### src/rtl/radio_pkg.sv
// -----------------------------------------------------------------------------
// radio_pkg
// Shared definitions for the radio framer: frame sync byte, header length and
// the framer FSM state encoding.
// -----------------------------------------------------------------------------
package radio_pkg;

    // First byte of every frame; not covered by the checksum.
    localparam logic [7:0] SYNC_BYTE = 8'hA5;

    // Header bytes before the payload: sync, node id, length.
    localparam int HDR_LEN = 3;

    typedef enum logic [2:0] {
        IDLE,
        LOAD,
        SEND,
        WAIT_ACK,
        WAIT_DONE
    } state_t;

endpackage

### src/rtl/sample_fifo.sv
// -----------------------------------------------------------------------------
// sample_fifo
// Synchronous FIFO buffering upstream sensor samples for the framer.
//   clk, rst_n   : clock, asynchronous active-low reset
//   push/push_data : write strobe and data (ignored when full)
//   pop/pop_data   : read strobe (ignored when empty); pop_data shows the head
//   full, empty, count : occupancy status
// DEPTH must be a power of two so the pointers wrap by plain overflow.
// -----------------------------------------------------------------------------
module sample_fifo #(
    parameter int DEPTH = 8,
    parameter int DW    = 16,
    localparam int AW   = $clog2(DEPTH),
    localparam int CW   = AW + 1
) (
    input  logic          clk,
    input  logic          rst_n,
    input  logic          push,
    input  logic [DW-1:0] push_data,
    input  logic          pop,
    output logic [DW-1:0] pop_data,
    output logic          full,
    output logic          empty,
    output logic [CW-1:0] count
);

    logic [DW-1:0] mem_q [DEPTH];
    logic [AW-1:0] wr_ptr_q, wr_ptr_d;
    logic [AW-1:0] rd_ptr_q, rd_ptr_d;
    logic [CW-1:0] count_q, count_d;
    logic          do_push, do_pop;

    assign full     = (count_q == CW'(DEPTH));
    assign empty    = (count_q == '0);
    assign count    = count_q;
    assign pop_data = mem_q[rd_ptr_q];

    assign do_push = push && !full;
    assign do_pop  = pop && !empty;

    always_comb begin
        // NOTE: every signal written here gets a value first, so no path can
        // leave it unassigned and infer a latch.
        wr_ptr_d = wr_ptr_q;
        rd_ptr_d = rd_ptr_q;
        count_d  = count_q;
        if (do_push) begin
            wr_ptr_d = wr_ptr_q + AW'(1);
        end
        if (do_pop) begin
            rd_ptr_d = rd_ptr_q + AW'(1);
        end
        count_d = count_q + CW'(do_push) - CW'(do_pop);
    end

    // NOTE: sequential state uses non-blocking assignments so every flop
    // samples the values from before the edge, independent of statement order.
    always_ff @(posedge clk or negedge rst_n) begin
        if (!rst_n) begin
            wr_ptr_q <= '0;
            rd_ptr_q <= '0;
            count_q  <= '0;
        end else begin
            wr_ptr_q <= wr_ptr_d;
            rd_ptr_q <= rd_ptr_d;
            count_q  <= count_d;
        end
    end

    // NOTE: the storage array is deliberately not reset; the pointers and count
    // define which entries are valid, and an unreset array maps to plain RAM.
    always_ff @(posedge clk) begin
        if (do_push) begin
            mem_q[wr_ptr_q] <= push_data;
        end
    end

endmodule

### src/rtl/radio_framer.sv
// -----------------------------------------------------------------------------
// radio_framer
// Buffers 16-bit sensor samples and sends them to a byte-wide radio as frames:
//   A5, NODE_ID, LEN, payload (oldest sample first, MSB byte first), CHK
// CHK is the mod-256 sum of NODE_ID, LEN and the payload bytes.
//   enable        : allows new frames and sample pushes (a running frame finishes)
//   sample_valid/sample_data/sample_ready : upstream sample handshake
//   send/tx_data  : one-cycle byte start pulse and the byte, held until the
//                   radio finishes it
//   busy          : radio acknowledge (rises) and completion (falls)
//   frame_done    : pulse after the last byte completes
//   frame_err     : pulse when busy never rises after a send
// -----------------------------------------------------------------------------
module radio_framer
    import radio_pkg::*;
#(
    parameter logic [7:0] NODE_ID           = 8'h01,
    parameter int         SAMPLES_PER_FRAME = 4,
    parameter int         FIFO_DEPTH        = 8,
    parameter int         ACK_TIMEOUT       = 16
) (
    input  logic        clk,
    input  logic        rst_n,
    input  logic        enable,
    input  logic        sample_valid,
    input  logic [15:0] sample_data,
    output logic        sample_ready,
    output logic        send,
    output logic [7:0]  tx_data,
    input  logic        busy,
    output logic        frame_done,
    output logic        frame_err
);

    localparam int         N        = SAMPLES_PER_FRAME;
    localparam int         LAST_IDX = HDR_LEN + 2 * N;   // index of the CHK byte
    localparam logic [7:0] LEN_BYTE = 8'(2 * N);
    localparam int         CW       = $clog2(FIFO_DEPTH) + 1;
    localparam int         TW       = $clog2(ACK_TIMEOUT) + 1;

    // FIFO interface
    logic          fifo_push, fifo_pop, fifo_full, fifo_empty;
    logic [15:0]   fifo_rd_data;
    logic [CW-1:0] fifo_count;

    // Framer state
    state_t      state_q, state_d;
    logic [2:0]  pop_cnt_q, pop_cnt_d;
    logic [4:0]  idx_q, idx_d;
    logic [7:0]  chk_q, chk_d;
    logic [TW-1:0] to_cnt_q, to_cnt_d;
    logic        send_q, send_d;
    logic [7:0]  tx_data_q, tx_data_d;
    logic        frame_done_q, frame_done_d;
    logic        frame_err_q, frame_err_d;
    logic [15:0] payload_q [8];
    logic [15:0] payload_d [8];

    // Next byte to issue
    logic        issue;
    logic [4:0]  issue_idx;
    logic [3:0]  pl_off;
    logic [15:0] pl_word;
    logic [7:0]  issue_byte;

    assign sample_ready = rst_n && enable && !fifo_full;
    assign fifo_push    = sample_valid && sample_ready;

    sample_fifo #(
        .DEPTH (FIFO_DEPTH),
        .DW    (16)
    ) u_fifo (
        .clk       (clk),
        .rst_n     (rst_n),
        .push      (fifo_push),
        .push_data (sample_data),
        .pop       (fifo_pop),
        .pop_data  (fifo_rd_data),
        .full      (fifo_full),
        .empty     (fifo_empty),
        .count     (fifo_count)
    );

    // A byte is issued either when LOAD finishes (byte 0) or when WAIT_DONE
    // moves on to the following byte.
    always_comb begin
        issue_idx = (state_q == WAIT_DONE) ? idx_q + 5'd1 : 5'd0;
        pl_off    = 4'(issue_idx - 5'(HDR_LEN));
        pl_word   = payload_q[pl_off[3:1]];
        if (issue_idx == 5'd0) begin
            issue_byte = SYNC_BYTE;
        end else if (issue_idx == 5'd1) begin
            issue_byte = NODE_ID;
        end else if (issue_idx == 5'd2) begin
            issue_byte = LEN_BYTE;
        end else if (issue_idx == 5'(LAST_IDX)) begin
            issue_byte = chk_q;
        end else begin
            issue_byte = pl_off[0] ? pl_word[7:0] : pl_word[15:8];
        end
    end

    always_comb begin
        state_d      = state_q;
        pop_cnt_d    = pop_cnt_q;
        idx_d        = idx_q;
        chk_d        = chk_q;
        to_cnt_d     = to_cnt_q;
        tx_data_d    = tx_data_q;
        send_d       = 1'b0;
        frame_done_d = 1'b0;
        frame_err_d  = 1'b0;
        payload_d    = payload_q;
        fifo_pop     = 1'b0;
        issue        = 1'b0;

        case (state_q)
            IDLE: begin
                if (enable && fifo_count >= CW'(N)) begin
                    state_d   = LOAD;
                    pop_cnt_d = 3'd0;
                end
            end
            LOAD: begin
                fifo_pop             = !fifo_empty;
                payload_d[pop_cnt_q] = fifo_rd_data;
                pop_cnt_d            = pop_cnt_q + 3'd1;
                if (pop_cnt_q == 3'(N - 1)) begin
                    issue = 1'b1;
                end
            end
            SEND: begin
                // The send cycle is the first cycle of the acknowledge wait,
                // so the error pulse lands ACK_TIMEOUT cycles after send.
                state_d  = WAIT_ACK;
                to_cnt_d = TW'(1);
            end
            WAIT_ACK: begin
                if (busy) begin
                    state_d = WAIT_DONE;
                end else if (to_cnt_q >= TW'(ACK_TIMEOUT - 1)) begin
                    frame_err_d = 1'b1;
                    state_d     = IDLE;
                end else begin
                    to_cnt_d = to_cnt_q + TW'(1);
                end
            end
            WAIT_DONE: begin
                if (!busy) begin
                    if (idx_q == 5'(LAST_IDX)) begin
                        frame_done_d = 1'b1;
                        state_d      = IDLE;
                    end else begin
                        issue = 1'b1;
                    end
                end
            end
            default: state_d = IDLE;
        endcase

        // The checksum is accumulated as bytes go out; the sync byte restarts
        // it and the CHK byte itself is not added.
        if (issue) begin
            state_d   = SEND;
            send_d    = 1'b1;
            tx_data_d = issue_byte;
            idx_d     = issue_idx;
            if (issue_idx == 5'd0) begin
                chk_d = 8'h00;
            end else if (issue_idx != 5'(LAST_IDX)) begin
                chk_d = chk_q + issue_byte;
            end
        end
    end

    always_ff @(posedge clk or negedge rst_n) begin
        if (!rst_n) begin
            state_q      <= IDLE;
            pop_cnt_q    <= '0;
            idx_q        <= '0;
            chk_q        <= '0;
            to_cnt_q     <= '0;
            send_q       <= 1'b0;
            tx_data_q    <= 8'h00;
            frame_done_q <= 1'b0;
            frame_err_q  <= 1'b0;
        end else begin
            state_q      <= state_d;
            pop_cnt_q    <= pop_cnt_d;
            idx_q        <= idx_d;
            chk_q        <= chk_d;
            to_cnt_q     <= to_cnt_d;
            send_q       <= send_d;
            tx_data_q    <= tx_data_d;
            frame_done_q <= frame_done_d;
            frame_err_q  <= frame_err_d;
        end
    end

    // Payload contents are only read after LOAD has written them.
    always_ff @(posedge clk) begin
        payload_q <= payload_d;
    end

    assign send       = send_q;
    assign tx_data    = tx_data_q;
    assign frame_done = frame_done_q;
    assign frame_err  = frame_err_q;

endmodule
### config.mk
export PLATFORM = sky130hd
export DESIGN_NAME = radio_framer
export DESIGN_NICKNAME = d
export VERILOG_FILES = /design/src/rtl/radio_pkg.sv /design/src/rtl/sample_fifo.sv /design/src/rtl/radio_framer.sv
export SDC_FILE = /design/constraint.sdc
export NUM_CORES = 1
export LEC_CHECK = 0
export ABC_AREA = 0
export BUFFER_PORTS_ARGS = -buffer_cell sky130_fd_sc_hd__buf_2
export CORE_UTILIZATION = 56
export CTS_CLUSTER_DIAMETER = 80
export DETAILED_ROUTE_END_ITERATION = 16
export GPL_TIMING_DRIVEN = 0
export PLACE_DENSITY_LB_ADDON = 0.08
export SYNTH_ARGS = -nofsm -noshare
export SYNTH_HDL_FRONTEND = slang
export SYNTH_SLANG_ARGS = --single-unit
### constraint.sdc
create_clock -name clk -period 4.8 [get_ports clk]
set_input_delay 0.24 -clock clk [delete_from_list [all_inputs] [get_ports clk]]
set_output_delay 0.24 -clock clk [all_outputs]
set_load 0.05 [all_outputs]
* After elaboration in Yosys (flattened, before gate mapping)
Memories as Yosys holds them, arrays and structs flattened.
Cells that the tools add are included.
** Operators by class
- Equality and inequality tests :: 19
- Muxes and demuxes :: 40
- Reduce and logical (&&, ||, !) cells :: 19
- $add $sub $neg :: 9
- $lt $le $gt $ge :: 5
- Bitwise gates (word level) :: 2
** Operators with widths (count)
- $bwmux 128 :: 1
- $mux 8 :: 7
- $bmux 16 s3 :: 1
- $demux 16 s3 :: 1
- $mux 16 :: 3
- $mux 3 :: 7
- $mux 5 :: 3
- $pmux 3 s5 :: 1
- $mux 1 :: 13
- $add 5x1->5 const B :: 2
- $eq 5x4->1 const B :: 2
- $pmux 5 s2 :: 1
- $add 3x1->3 const B :: 3
- $eq 3x2->1 const B :: 3
- $add 8x8->8 :: 1
- $ge 4x4->1 const B :: 2
- $ne 2x2->1 const B :: 4
- $not 3->4 :: 2
- $logic_and 1x1->1 :: 7
- $ne 3x3->1 const B :: 2
- $pmux 3 s2 :: 1
- $reduce_bool 2->1 :: 3
- $eq 5x1->1 const B :: 1
- $eq 5x2->1 const B :: 1
- other kinds (20) :: 22
** Word-level totals
- Flip-flop bits (word level) :: 173
- Input bits :: 21
- Memories :: 1
- RAM bits :: 128
** Memory list
- u_fifo.mem_q :: words 8, width 16, rd ports 1, clocked after Yosys merged registers in 0, write ports 1, RTL line sample_fifo.sv:27 : logic [DW-1:0] mem_q [DEPTH];

* Logic depth before layout (Yosys ltp)
Gate-level depths: netlist of run 1.
- Depth after elaboration :: 15
- Gate-level depth with buffers :: 23
- Depth with buffers taken out :: 19

* Modules after synthesis
Synthesis of run 1 repeated with hierarchy kept, for this count alone.
** Second synthesis, totals
- Cells, all modules :: 696
- Area total of the unflattened synthesis :: 12692.2 sq um
** By module, submodules not included
- radio_framer :: cells each 453, area an instance 7190.6 sq um, times used 1
- sample_fifo :: cells each 243, area an instance 5501.5 sq um, times used 1

* Worst setup path after synthesis of run 1
No wires, ideal clock.
- Path type :: reg-to-reg
- Start point :: register state_q[1]
- End point :: register chk_q[7]
- Data required time :: 4.674 ns
- Arrival :: 5.177 ns
- Library setup time :: 0.126 ns
- Cell stages (with the launch flop) :: 24
- Slack :: -0.503 ns
- Cells stage by stage :: dfrtp_1 or3b_1 buf_4 nor2_8 buf_6 buf_2 ha_1 xor2_1 buf_4 buf_6 mux4_2 mux2i_1 a211oi_1 a21oi_1 nor2_1 ha_1 a21o_1 a21oi_1 o211ai_1 a21o_1 a21oi_1 a21boi_0 nor3b_1 a221o_1
** On the way
- Word-level cells in the longest chain between the ends :: 15
** Ends and longest elaborated chain
- start: declaration :: RTL line radio_framer.sv:47 : state_t state_q, state_d;
- start signal: assignment :: RTL line radio_framer.sv:188 : state_q <= state_d;
- $eq 3x3->1 (*) :: RTL line radio_framer.sv:87 : issue_idx = (state_q == WAIT_DONE) ? idx_q + 5'd1 : 5'd0;
- $mux 5 (*) :: RTL line radio_framer.sv:87
- via issue_idx[0] :: RTL line radio_framer.sv:61 : logic [4:0] issue_idx;
- $sub 4x2->4 :: RTL line radio_framer.sv:88 : pl_off = 4'(issue_idx - 5'(HDR_LEN));
- $not 3->4 (not written as such) :: RTL line radio_framer.sv:89 : pl_word = payload_q[pl_off[3:1]];
- $bmux 16 s3 :: RTL line radio_framer.sv:89
- $mux 16 (not written as such) (2 in series) :: RTL line radio_framer.sv:89
- $mux 8 :: RTL line radio_framer.sv:99 : issue_byte = pl_off[0] ? pl_word[7:0] : pl_word[15:8];
- $mux 8 :: RTL line radio_framer.sv:96 : end else if (issue_idx == 5'(LAST_IDX)) begin
- $mux 8 :: RTL line radio_framer.sv:94 : end else if (issue_idx == 5'd2) begin
- $mux 8 :: RTL line radio_framer.sv:92 : end else if (issue_idx == 5'd1) begin
- $mux 8 (*) :: RTL line radio_framer.sv:90 : if (issue_idx == 5'd0) begin
- via issue_byte[1] :: RTL line radio_framer.sv:64 : logic [7:0] issue_byte;
- $add 8x8->8 (*) :: RTL line radio_framer.sv:171 : chk_d = chk_q + issue_byte;
- $mux 8 (*) :: RTL line radio_framer.sv:170 : end else if (issue_idx != 5'(LAST_IDX)) begin
- $mux 8 (*) :: RTL line radio_framer.sv:168 : if (issue_idx == 5'd0) begin
- end signal: assignment :: RTL line radio_framer.sv:191 : chk_q <= chk_d;
- end: declaration :: RTL line radio_framer.sv:50 : logic [7:0] chk_q, chk_d;
The timed path passes the listed nets; every way through them passes the cells marked *. The select of a mux whose other input is x is not followed.
A chain may end at the register's enable or synchronous reset.

* Worst setup path after layout of run 1
- Start point :: register state_q[1]
- End point :: register chk_q[7]
** On the way
- Word-level cells in the longest chain between the ends :: 15
** Ends and longest elaborated chain (RTL line)
- $eq 3x3->1 (*) :: radio_framer.sv:87
- $mux 5 (*) :: radio_framer.sv:87
- $sub 4x2->4 :: radio_framer.sv:88
- $not 3->4 (not written as such) :: radio_framer.sv:89
- $bmux 16 s3 :: radio_framer.sv:89
- $mux 16 (not written as such) (2 in series) :: radio_framer.sv:89
- $mux 8 :: radio_framer.sv:99
- $mux 8 :: radio_framer.sv:96
- $mux 8 :: radio_framer.sv:94
- $mux 8 :: radio_framer.sv:92
- $mux 8 (*) :: radio_framer.sv:90
- via issue_byte[1] :: radio_framer.sv:64
- $add 8x8->8 (*) :: radio_framer.sv:171
- $mux 8 (*) :: radio_framer.sv:170
- $mux 8 (*) :: radio_framer.sv:168
Marks and branches as above.

==> qor.yml, run 1 <==
fillers: 1462
min-delay-start: "sample_valid"
synth_top_family_by_area: "multiplexers"
min_path_type: "primary input to register"
ys_ff_latch: 301
synthMuxAreaShare_pct: 15.8
crit_type: "register to register"
hold_viol_final: 0
cts-root-buf: "clkbuf_16"
worst_hold_path.num_cells: 4
core_um2: 21900
syn_area_um2: 12500
num_antenna_cells: 0
drt-wirelength-per-cell_um: 20.8
first_iter_violations: 385
path_clk_slew_ns: 0.06
synth_nets: 753
endpoint_kind: "register"
synthFlopType: "edfxtp_1"
h-tree-depth: 1
grt_pass1_vias: 6724
skew_ns: 0.0158
gp_congestion: 0.861
drive_above_1_share_pct: 27.3
critPathMaxFanout: 5
synth_edf_count: 256
first_pass_iters: 5
synth-compound-area-share_pct: 3.78
overflow: 0
syn_to_final_growth_pct: 17.4
antenna_left: 0
numCtsBuffers: 30
min_period_ns: 4.66
power_density_nw_per_um2: 540
post-route-util_pct: 67.2
final_max_slew_viol_count: 0
die_area_um2: 23000
multi_input_area_um2: 3680
status: "finished, final reports clean"
synth_area_leaders: "edfxtp_1 (61%), mux4_2 (9.7%), dfrtp_1 (9.0%)"
synth_top_area_cell: "edfxtp_1"
cp.required_ns: 5.23
layout.nets: 870
final.setup.tns_ns: 0
yosys_warnings: 0
r2r_cells: 21
routed_wl_mm: 23.4
syn_avg_cell_area_um2: 17.8
grt.total_usage_pct: 21.9
antenna_found_initial: 0
vias_per_cell: 5.71
rsz0062_at_grt: "yes"
crit_arrival_ns: 5.10
hpwl_mm: 15.8
clockBufferDepth: 3
irDropWorstVdd_v: 0.000379
drc_errors: 0
total_power_w: 0.00795
relSlewSlack_pct: 28.3
r2r_end: "chk_q[7]$_DFFE_PN0P_"
port_buffers: 32
setup_violations: 0
cts_tree: "yes"
vias: 6426
die_h_um: 152
async_reset_ff_share_pct: 15.0
maxCapViolations: 0
leakage_nw: 5.19
synth_xor_area_share_pct: 1.19
fmax_mhz: 214
num_rows: 54
grt_pass1_wl_mm: 36.9
insertion_delay_ns: 0.56
grt_max_degree: 47
start_util_pct: 57.3
timing.final.crit_share_pct: 97.2
worst_hold_slack_ns: 0.277
die_x_um: 152
r2r_slack_ns: 0.14
tightest_slew_ns: 1.07
pin_count: 33
clock-sinks: 301
timing.rr.start: "state_q[1]$_DFFE_PN0P_"
synth_top_area_share_pct: 61.3
synthSimpleGateAreaFrac_pct: 4.61
ff_latch_area_um2: 8820
synthDistinctLibCells: 51
synth-seq-area-share_pct: 70.3
whs_endpoint: "u_fifo.wr_ptr_q[0]$_DFFE_PN0P_"
yosys.area_share.adder_pct: 2.71
startpoint_type: "register"
syn_inst: 706
==> through the flow <==
| step | cell area, um^2 | std cells | setup WS (ns) |
|---|---|---|---|
| floorplan | 12600 | 706 | 0.0128 |
| global placement | 13100 | 1018 | -0.850 |
| detailed placement | 13300 | 1032 | -0.959 |
| CTS | 14600 | 1117 | 0.0149 |
| global route | 14700 | 1125 | -0.120 |
| finish | 14700 | 1125 | 0.136 |
==> registers in the layout, summed over array words and instances (netlist names), 4 cells and up <==
name and cells:
chk_q 8, idx_q 5, payload_q 128, to_cnt_q 5, tx_data 8, u_fifo.count 4
u_fifo.mem_q 128
==> power breakdown <==
part	total (W)	switching [W]	internal, W
clock	0.00217	0.000921	0.00125
combinational	0.00209	0.00126	0.000836
sequential	0.00368	0.000156	0.00352
total	0.00795	0.00233	0.00561
==> cell usage after synthesis (2+ instances only) <==
master      n
edfxtp_1  256
mux4_2     54
mux2i_1    48
dfrtp_1    45
nand2_1    44
nor2_1     29
ha_1       24
mux2_2     23
clkbuf_1   17
a21oi_1    16
inv_1      16
o21ai_0    16
a22o_1      9
xor2_1      9
xnor2_1     8
a21o_1      7
nor2b_1     7
nor3_1      7
nand2b_1    6
a211oi_1    5
and2_1      5
buf_1       5
nand3_1     5
and3_1      4
buf_4       3
buf_6       3
nor3b_1     3
o31ai_1     3
a21boi_0    2
buf_2       2
fa_1        2
nand3b_1    2
o22ai_1     2
o31a_1      2
==> metal layers <==
metal	wire length [um]	global-route usage (%)	part of all wire [%]	vias up
met5	0	0	0	-
met4	609	6.49	2.6	0
met3	1000	3.26	4.3	37
met2	12200	38.7	52	135
met1	9510	27.9	41	3244
li1	-	-	-	3010
==> worst max-delay path, cell delays in order, from the launching register on <==
cell	delay [ns]
dfrtp_2	0.44
or3b_1	0.39
buf_6	0.14
nor2_8	0.15
ha_4	0.18
xor2_4	0.20
buf_12	0.15
buf_12	0.12
mux4_2	0.53
mux2i_4	0.18
a211oi_4	0.10
a21oi_2	0.19
nor2_2	0.07
ha_1	0.30
a21o_1	0.17
a21oi_2	0.15
o211ai_1	0.16
a21o_1	0.23
a21oi_4	0.19
buf_4	0.14
xnor2_1	0.07
a221o_1	0.28
==> cell usage in the layout, fill, tap and decap left out, types with 4 or more instances in the layout <==
| cell | synthesis | routed |
|---|---|---|
| a21o_1 | 7 | 7 |
| a21oi_1 | 16 | 12 |
| a22o_1 | 9 | 9 |
| and2_1 | 5 | 5 |
| and3_1 | 4 | 4 |
| buf_2 | 2 | 33 |
| buf_4 | 3 | 24 |
| buf_6 | 3 | 11 |
| buf_8 | 0 | 5 |
| clkbuf_1 | 17 | 23 |
| clkbuf_16 | 0 | 30 |
| clkinv_1 | 0 | 9 |
| clkinv_2 | 0 | 4 |
| dfrtp_1 | 45 | 43 |
| dlygate4sd3_1 | 0 | 18 |
| edfxtp_1 | 256 | 256 |
| ha_1 | 24 | 23 |
| inv_1 | 16 | 16 |
| mux2_2 | 23 | 23 |
| mux2i_1 | 48 | 46 |
| mux4_2 | 54 | 54 |
| nand2_1 | 44 | 44 |
| nand2b_1 | 6 | 6 |
| nand3_1 | 5 | 5 |
| nor2_1 | 29 | 16 |
| nor2_2 | 0 | 13 |
| nor2b_1 | 7 | 6 |
| nor3_2 | 0 | 4 |
| o21ai_0 | 16 | 15 |
| xnor2_1 | 8 | 8 |
| xor2_1 | 9 | 8 |
==> layout make-up <==
cell class,instances,area share (%)
Sequential cell,301,59.9
Clock buffer,37,5.28
Tap cell,280,2.38
Buffer,27,1.08
Multi-Input combinational cell,359,25.0
Clock inverter,17,1.03
Timing Repair Buffer,88,4.90
Inverter,16,0.408
==> logic make-up after synthesis <==
logic type | after synthesis
buffers and inverters | 46
XOR/XNOR | 17
adder cells (fa/ha/maj) | 26
AND/OR/NAND/NOR | 119
flip-flops | 301
multiplexers | 126
AO/OA/AOI/OAI | 71
==> timing repair <==
action | 4_1_cts | 5_1_grt
setup endpoints to repair | 5 | 2
hold endpoints to repair | 176 | 0
buffers inserted | 13 | 10
gates cloned | 1 | 0
gates resized for setup | 14 | 14
hold buffers | 18 | 0
pin swaps | 4 | 12
==> how the worst max path moves through the flow <==
| stage | end | start |
|---|---|---|
| 6_report | chk_q[7]$_DFFE_PN0P_ | state_q[1]$_DFFE_PN0P_ |
| 5_1_grt | chk_q[7]$_DFFE_PN0P_ | state_q[1]$_DFFE_PN0P_ |
| 4_1_cts | chk_q[7]$_DFFE_PN0P_ | state_q[0]$_DFFE_PN0P_ |
| 3_5_place_dp | chk_q[7]$_DFFE_PN0P_ | state_q[2]$_DFFE_PN0P_ |
| 3_3_place_gp | chk_q[7]$_DFFE_PN0P_ | state_q[2]$_DFFE_PN0P_ |
| 2_1_floorplan | chk_q[7]$_DFFE_PN0P_ | state_q[1]$_DFFE_PN0P_ |
No activity file was read; power rests on OpenSTA's default activity.
==> run 2: changes to the inputs <==
--- a/config.mk
+++ b/config.mk
@@ -12,6 +12,7 @@
 export DETAILED_ROUTE_END_ITERATION = 16
 export GPL_TIMING_DRIVEN = 0
 export PLACE_DENSITY_LB_ADDON = 0.08
+export SETUP_SLACK_MARGIN = 0.3
 export SYNTH_ARGS = -nofsm -noshare
 export SYNTH_HDL_FRONTEND = slang
 export SYNTH_SLANG_ARGS = --single-unit
==> qor.yml, run 2 (synthesis results as in run 1) <==
irDropWorstVdd_v: 0.000445  # was 0.000379 V
h-tree-depth: 1  # unchanged
hold_viol_final: 0  # unchanged
rsz0062_at_grt: "yes"  # unchanged
num_rows: 54  # unchanged
vias_per_cell: 5.71  # about the same
switchingPower_w: 0.00245  # was 0.00233 W
startpoint_type: "register"  # unchanged
setup_violations: 1  # was 0
p_int_w: 0.00585  # was 0.00561 W
core_um2: 21900  # unchanged
drive_above_1_share_pct: 29.9  # was 27.3%
fillers: 1464  # was 1,462
pin_count: 33  # unchanged
grt_pass1_wl_mm: 38.5  # was 36.9 mm
numCtsBuffers: 31  # was 30
cts_tree: "yes"  # unchanged
post-route-util_pct: 68.5  # was 67.2%
fin_ws_ns: -0.0297  # was 0.136 ns
pwr-share-clk_pct: 29.7  # was 27.4%
maxCapViolations: 0  # unchanged
p_sw_share_pct: 29.5  # was 29.4%
worst_hold_slack_ns: 0.294  # was 0.277 ns
layout.nets: 887  # was 870
timing.final.crit_share_pct: 101  # was 97.2%
fin_area_um2: 15000  # was 14,700 um^2
endpoint_kind: "register"  # unchanged
failed_checks: "negative setup slack"
drc_errors: 0  # unchanged
crit_type: "register to register"  # unchanged
critPathMaxFanout: 5  # unchanged
gp_congestion: 0.841  # was 0.861
grt_max_degree: 47  # unchanged
mostFrequentLayoutCell: "edfxtp_1"  # unchanged
routed_wl_mm: 24.8  # was 23.4 mm
status: "complete, but fails checks"  # was finished, final reports clean
tightest_slew_ns: 1.06  # was 1.07 ns
fmax_mhz: 207  # was 214 MHz
clockBufferDepth: 3  # unchanged
grt.total_usage_pct: 22.9  # was 21.9%
leakage_nw: 5.33  # was 5.19 nW
largestRegisters: "payload_q (128), u_fifo.mem_q (128)"  # unchanged
syn_to_final_growth_pct: 19.5  # was 17.4%
relSlewSlack_pct: 29.1  # was 28.3%
skew_ns: 0.0193  # was 0.0158 ns
grt_pass1_vias: 7018  # was 6,724
port_buffers: 32  # unchanged
first_iter_violations: 397  # was 385
min_period_ns: 4.83  # was 4.66 ns
antenna_found_initial: 0  # unchanged
placed_area_um2: 13300  # about the same
crit_arrival_ns: 5.28  # was 5.10 ns
die_area_um2: 23000  # unchanged
seqPwrFrac_pct: 44.3  # was 46.3%
die_h_um: 152  # unchanged
drt-wirelength-per-cell_um: 21.7  # was 20.8 um
insertion_delay_ns: 0.56  # about the same
path_clk_slew_ns: 0.06  # about the same
min_path_type: "primary input to register"  # unchanged
final_cell_mix: "edfxtp_1 (256), mux4_2 (54), mux2i_1 (47)"  # was edfxtp_1 (256), mux4_2 (54), mux2i_1 (46)
cp.required_ns: 5.25  # was 5.23 ns
p_comb_share_pct: 26.0  # was 26.3%
power_density_nw_per_um2: 553  # was 540 nW/um^2
final_max_slew_viol_count: 0  # unchanged
hpwl_mm: 16.1  # was 15.8 mm
clock-sinks: 301  # unchanged
cts-root-buf: "clkbuf_16"  # unchanged
start_util_pct: 57.3  # unchanged
num_antenna_cells: 0  # unchanged
die_x_um: 152  # unchanged
antenna_left: 0  # unchanged
first_pass_iters: 4  # was 5
vias: 6536  # was 6,426
overflow: 0  # unchanged
run 2: cell types whose count changed in the layout (fill, tap and decap cells not counted), moves of 2 or more:
cell        change
clkbuf_1        -3
clkinvlp_4      +5
clkinv_2        +3
buf_12          +2
bufinv_16       +3
buf_4          +12
clkinv_1        -7
run 2: worst paths after layout:
path                                        start                              to  slack, ns  cells after the start
max in group asynchronous                   rst_n          state_q[2]$_DFFE_PN0P_       3.64                      2
hold / removal                       sample_valid  u_fifo.wr_ptr_q[0]$_DFFE_PN0P_       0.29                      4
min in group asynchronous                   rst_n       u_fifo.count[0]$_DFF_PN0_       0.42                      2
setup reg to reg           state_q[0]$_DFFE_PN0P_          tx_data[4]$_DFFE_PN0P_      -0.03                     27
setup / recovery           state_q[0]$_DFFE_PN0P_          tx_data[4]$_DFFE_PN0P_      -0.03                     27
hold reg to reg            tx_data[3]$_DFFE_PN0P_          tx_data[3]$_DFFE_PN0P_       0.48                      1
run 2: per-layer routing:
metal  wire length (um)  global-route usage [%]  part of all wire, %
met1              10100                    28.7                   41
met2              13200                    41.8                   53
met3                982                    3.29                  4.0
met4                587                    5.89                  2.4
met5                  0                       0                    0
run 2: through the flow:
stage / power (W) / setup slack, ns / std cells / setup TNS (ns)
floorplan: 0.00512 / 0.0553 / 706 / 0
global placement: 0.00563 / -0.799 / 1018 / -1.68
detailed placement: 0.00580 / -0.973 / 1029 / -2.22
CTS: 0.00835 / -0.0276 / 1138 / -0.0276
global route: 0.00867 / -0.183 / 1145 / -0.340
finish: 0.00829 / -0.0297 / 1145 / -0.0297
run 2: critical path: stages (launching register included):
cell and delay [ns]:
dfrtp_1 0.40, or3b_1 0.37, buf_6 0.14, nor2_8 0.10, buf_12 0.11, buf_12 0.10, ha_4 0.15, xor2_4 0.20
buf_12 0.15, buf_4 0.12, mux4_2 0.49, nor2b_1 0.18, a211oi_4 0.30, a21oi_2 0.08, buf_4 0.17, buf_4 0.12
buf_4 0.12, buf_4 0.12, buf_4 0.12, buf_4 0.12, buf_4 0.12, buf_4 0.12, buf_4 0.12, buf_4 0.12
buf_4 0.13, buf_4 0.12, buf_4 0.12, o31ai_1 0.19
run 2: power groups by stage:
stage               Sequential, W  Clock, W  Combinational (W)
floorplan                 0.00379         0            0.00133
global placement          0.00371         0            0.00192
detailed placement        0.00373         0            0.00207
CTS                       0.00368   0.00250            0.00217
global route              0.00371   0.00260            0.00236
finish                    0.00368   0.00246            0.00215
run 2: area by class of cell:
cell class | instances | area, um^2 | share of cell area (%)
flip-flops and latches | 301 | 8810 | 58.8
repair buffers | 101 | 826 | 5.51
plain buffers | 30 | 203 | 1.35
well taps | 280 | 350 | 2.34
clock inverters | 23 | 278 | 1.85
inverters | 16 | 60.1 | 0.401
clock buffers | 35 | 791 | 5.27
multi-input cells | 359 | 3670 | 24.5
run 2: what timing repair did:
item | CTS | global route
setup endpoints to repair | 8 | 5
setup buffers | 33 | 7
pin swaps | 11 | 16
endpoints found under the hold margin | 176 | 0
hold buffers | 18 | 0
resized for setup | 17 | 13
==> run 3: changes to the inputs <==
--- a/config.mk
+++ b/config.mk
@@ -7,7 +7,7 @@
 export LEC_CHECK = 0
 export ABC_AREA = 0
 export BUFFER_PORTS_ARGS = -buffer_cell sky130_fd_sc_hd__buf_2
-export CORE_UTILIZATION = 56
+export CORE_UTILIZATION = 49
 export CTS_CLUSTER_DIAMETER = 80
 export DETAILED_ROUTE_END_ITERATION = 16
 export GPL_TIMING_DRIVEN = 0
==> qor.yml, run 3 (synthesis results as in run 1) <==
status: "finished, final reports clean"  # was complete, but fails checks
skew_ns: 0.0113  # was 0.0193 ns
relSlewSlack_pct: 28.3  # was 29.1%
grt_max_degree: 47  # unchanged
grt.total_usage_pct: 19.2  # was 22.9%
pwr-share-clk_pct: 27.7  # was 29.7%
timing.rr.start: "state_q[1]$_DFFE_PN0P_"  # was state_q[0]$_DFFE_PN0P_
die_area_um2: 26200  # was 23,000 um^2
cts_tree: "yes"  # unchanged
r2r_end: "chk_q[5]$_DFFE_PN0P_"  # was tx_data[4]$_DFFE_PN0P_
min_period_ns: 4.76  # was 4.83 ns
rsz0062_at_grt: "yes"  # unchanged
grt_pass1_vias: 6876  # was 7,018
hpwl_mm: 15.9  # was 16.1 mm
overflow: 0  # unchanged
tightest_slew_ns: 1.08  # was 1.06 ns
dp_cells: 1083  # was 1,029
num_rows: 58  # was 54
r2r_cells: 24  # was 27
cp.required_ns: 5.24  # was 5.25 ns
drc_errors: 0  # unchanged
antenna_left: 0  # unchanged
layout.nets: 883  # was 887
leakage_nw: 5.29  # was 5.33 nW
drt-wirelength-per-cell_um: 20.3  # was 21.7 um
min_path_type: "primary input to register"  # unchanged
setup_violations: 0  # was 1
final_max_slew_viol_count: 0  # unchanged
timing.final.crit_share_pct: 99.1  # was 101%
numCtsBuffers: 31  # unchanged
start_util_pct: 50.0  # was 57.3%
crit_arrival_ns: 5.20  # was 5.28 ns
crit_type: "register to register"  # unchanged
power_density_nw_per_um2: 536  # was 553 nW/um^2
num_antenna_cells: 0  # unchanged
antenna_found_initial: 0  # unchanged
first_pass_iters: 4  # unchanged
die_x_um: 162  # was 152 um
total_power_w: 0.00802  # was 0.00829 W
cts-root-buf: "clkbuf_16"  # unchanged
cp-startpoint: "state_q[1]$_DFFE_PN0P_"  # was state_q[0]$_DFFE_PN0P_
pin_count: 33  # unchanged
largestRegisters: "payload_q (128), u_fifo.mem_q (128)"  # unchanged
gp_congestion: 0.813  # was 0.841
switchingPower_w: 0.00238  # was 0.00245 W
path_clk_slew_ns: 0.06  # about the same
r2r_slack_ns: 0.04  # was -0.03 ns
vias: 6483  # was 6,536
whs_endpoint: "u_fifo.wr_ptr_q[0]$_DFFE_PN0P_"  # unchanged
h-tree-depth: 1  # unchanged
p_int_w: 0.00564  # was 0.00585 W
critPathMaxFanout: 5  # unchanged
clockBufferDepth: 3  # unchanged
final_cell_mix: "edfxtp_1 (256), mux4_2 (54), mux2i_1 (46)"  # was edfxtp_1 (256), mux4_2 (54), mux2i_1 (47)
post-route-util_pct: 59.6  # was 68.5%
routed_wl_mm: 24.2  # was 24.8 mm
irDropWorstVdd_v: 0.000357  # was 0.000445 V
p_sw_share_pct: 29.7  # was 29.5%
grt_pass1_wl_mm: 37.8  # was 38.5 mm
core_um2: 25100  # was 21,900 um^2
endpoint_kind: "register"  # unchanged
hold_viol_final: 0  # unchanged
drive_above_1_share_pct: 29.1  # was 29.9%
min-delay-start: "sample_valid"  # unchanged
die_h_um: 162  # was 152 um
worst_hold_path.num_cells: 4  # unchanged
vias_per_cell: 5.45  # was 5.71
mostFrequentLayoutCell: "edfxtp_1"  # unchanged
stdcell_count: 1190  # was 1,145
seqPwrFrac_pct: 45.8  # was 44.3%
syn_to_final_growth_pct: 19.3  # was 19.5%
first_iter_violations: 476  # was 397
p_comb_share_pct: 26.5  # was 26.0%
port_buffers: 32  # unchanged
fmax_mhz: 210  # was 207 MHz
clock-sinks: 301  # unchanged
insertion_delay_ns: 0.56  # about the same
maxCapViolations: 0  # unchanged
startpoint_type: "register"  # unchanged
-- run 3: cell count changes in the layout (fill, tap and decap cells not counted), sizes merged --
cell,previous run,this run
inv,19,18
bufinv,5,0
buf,96,92
clkbuf,52,62
clkinvlp,6,1
-- run 3: metal layers --
layer / part of all wire, % / global-route usage, %
met1: 42 / 23.6
met2: 53 / 35.3
met3: 2.8 / 2.66
met4: 2.4 / 5.06
met5: 0 / 0
-- run 3: worst max path at each step --
stage / to
after floorplan: chk_q[7]$_DFFE_PN0P_
after global placement: chk_q[7]$_DFFE_PN0P_
after detailed placement: chk_q[7]$_DFFE_PN0P_
after CTS: chk_q[7]$_DFFE_PN0P_
after global routing: chk_q[7]$_DFFE_PN0P_
final: chk_q[5]$_DFFE_PN0P_
-- run 3: critical path, cell delays in order (launching register included) --
cell and delay [ns]:
dfrtp_2 0.41, or3b_1 0.39, buf_6 0.14, nor2_8 0.11
buf_12 0.12, buf_12 0.10, ha_4 0.15, xor2_4 0.21
buf_12 0.15, mux4_2 0.52, nor2b_4 0.15, a211oi_4 0.30
a21oi_2 0.09, nor2_2 0.20, ha_1 0.26, a21o_1 0.17
a21oi_2 0.16, o211ai_1 0.13, buf_4 0.15, buf_6 0.10
buf_6 0.10, buf_6 0.10, buf_6 0.10, xor2_1 0.14
a22o_1 0.19
-- run 3: per-stage QoR --
step	setup WS, ns	hold slack [ns]	cell area [um^2]	setup TNS, ns
6_report	0.0416	0.270	15000	0
3_3_place_gp	-0.799	0.455	13200	-1.81
3_5_place_dp	-0.958	0.462	13500	-2.50
2_1_floorplan	0.0553	-0.0556	12600	0
4_1_cts	0.0328	0.240	14900	0
5_1_grt	-0.165	0.301	15000	-0.433
-- run 3: cell type report --
class / count / area (um^2)
buffer: 30 / 203
clock buffer: 45 / 878
clock inverter: 12 / 75.1
fill: 1931 / 10100
inverter: 16 / 60.1
multi-input combinational: 359 / 3680
sequential: 301 / 8820
tap: 330 / 413
timing repair buffer: 97 / 843
-- run 3: timing repair --
item	in CTS	in global routing
hold buffers	18	0
hold endpoints to repair	176	0
setup endpoints to repair	8	4
pin swaps	11	15
gates resized for setup	26	9
setup buffers	24	8
-- run 3: power groups by stage --
| stage | sequential [W] | combinational (W) | clock [W] |
|---|---|---|---|
| floorplan | 0.00379 | 0.00133 | 0 |
| global placement | 0.00371 | 0.00194 | 0 |
| detailed placement | 0.00373 | 0.00209 | 0 |
| CTS | 0.00367 | 0.00216 | 0.00228 |
| global route | 0.00371 | 0.00233 | 0.00237 |
| finish | 0.00367 | 0.00213 | 0.00222 |
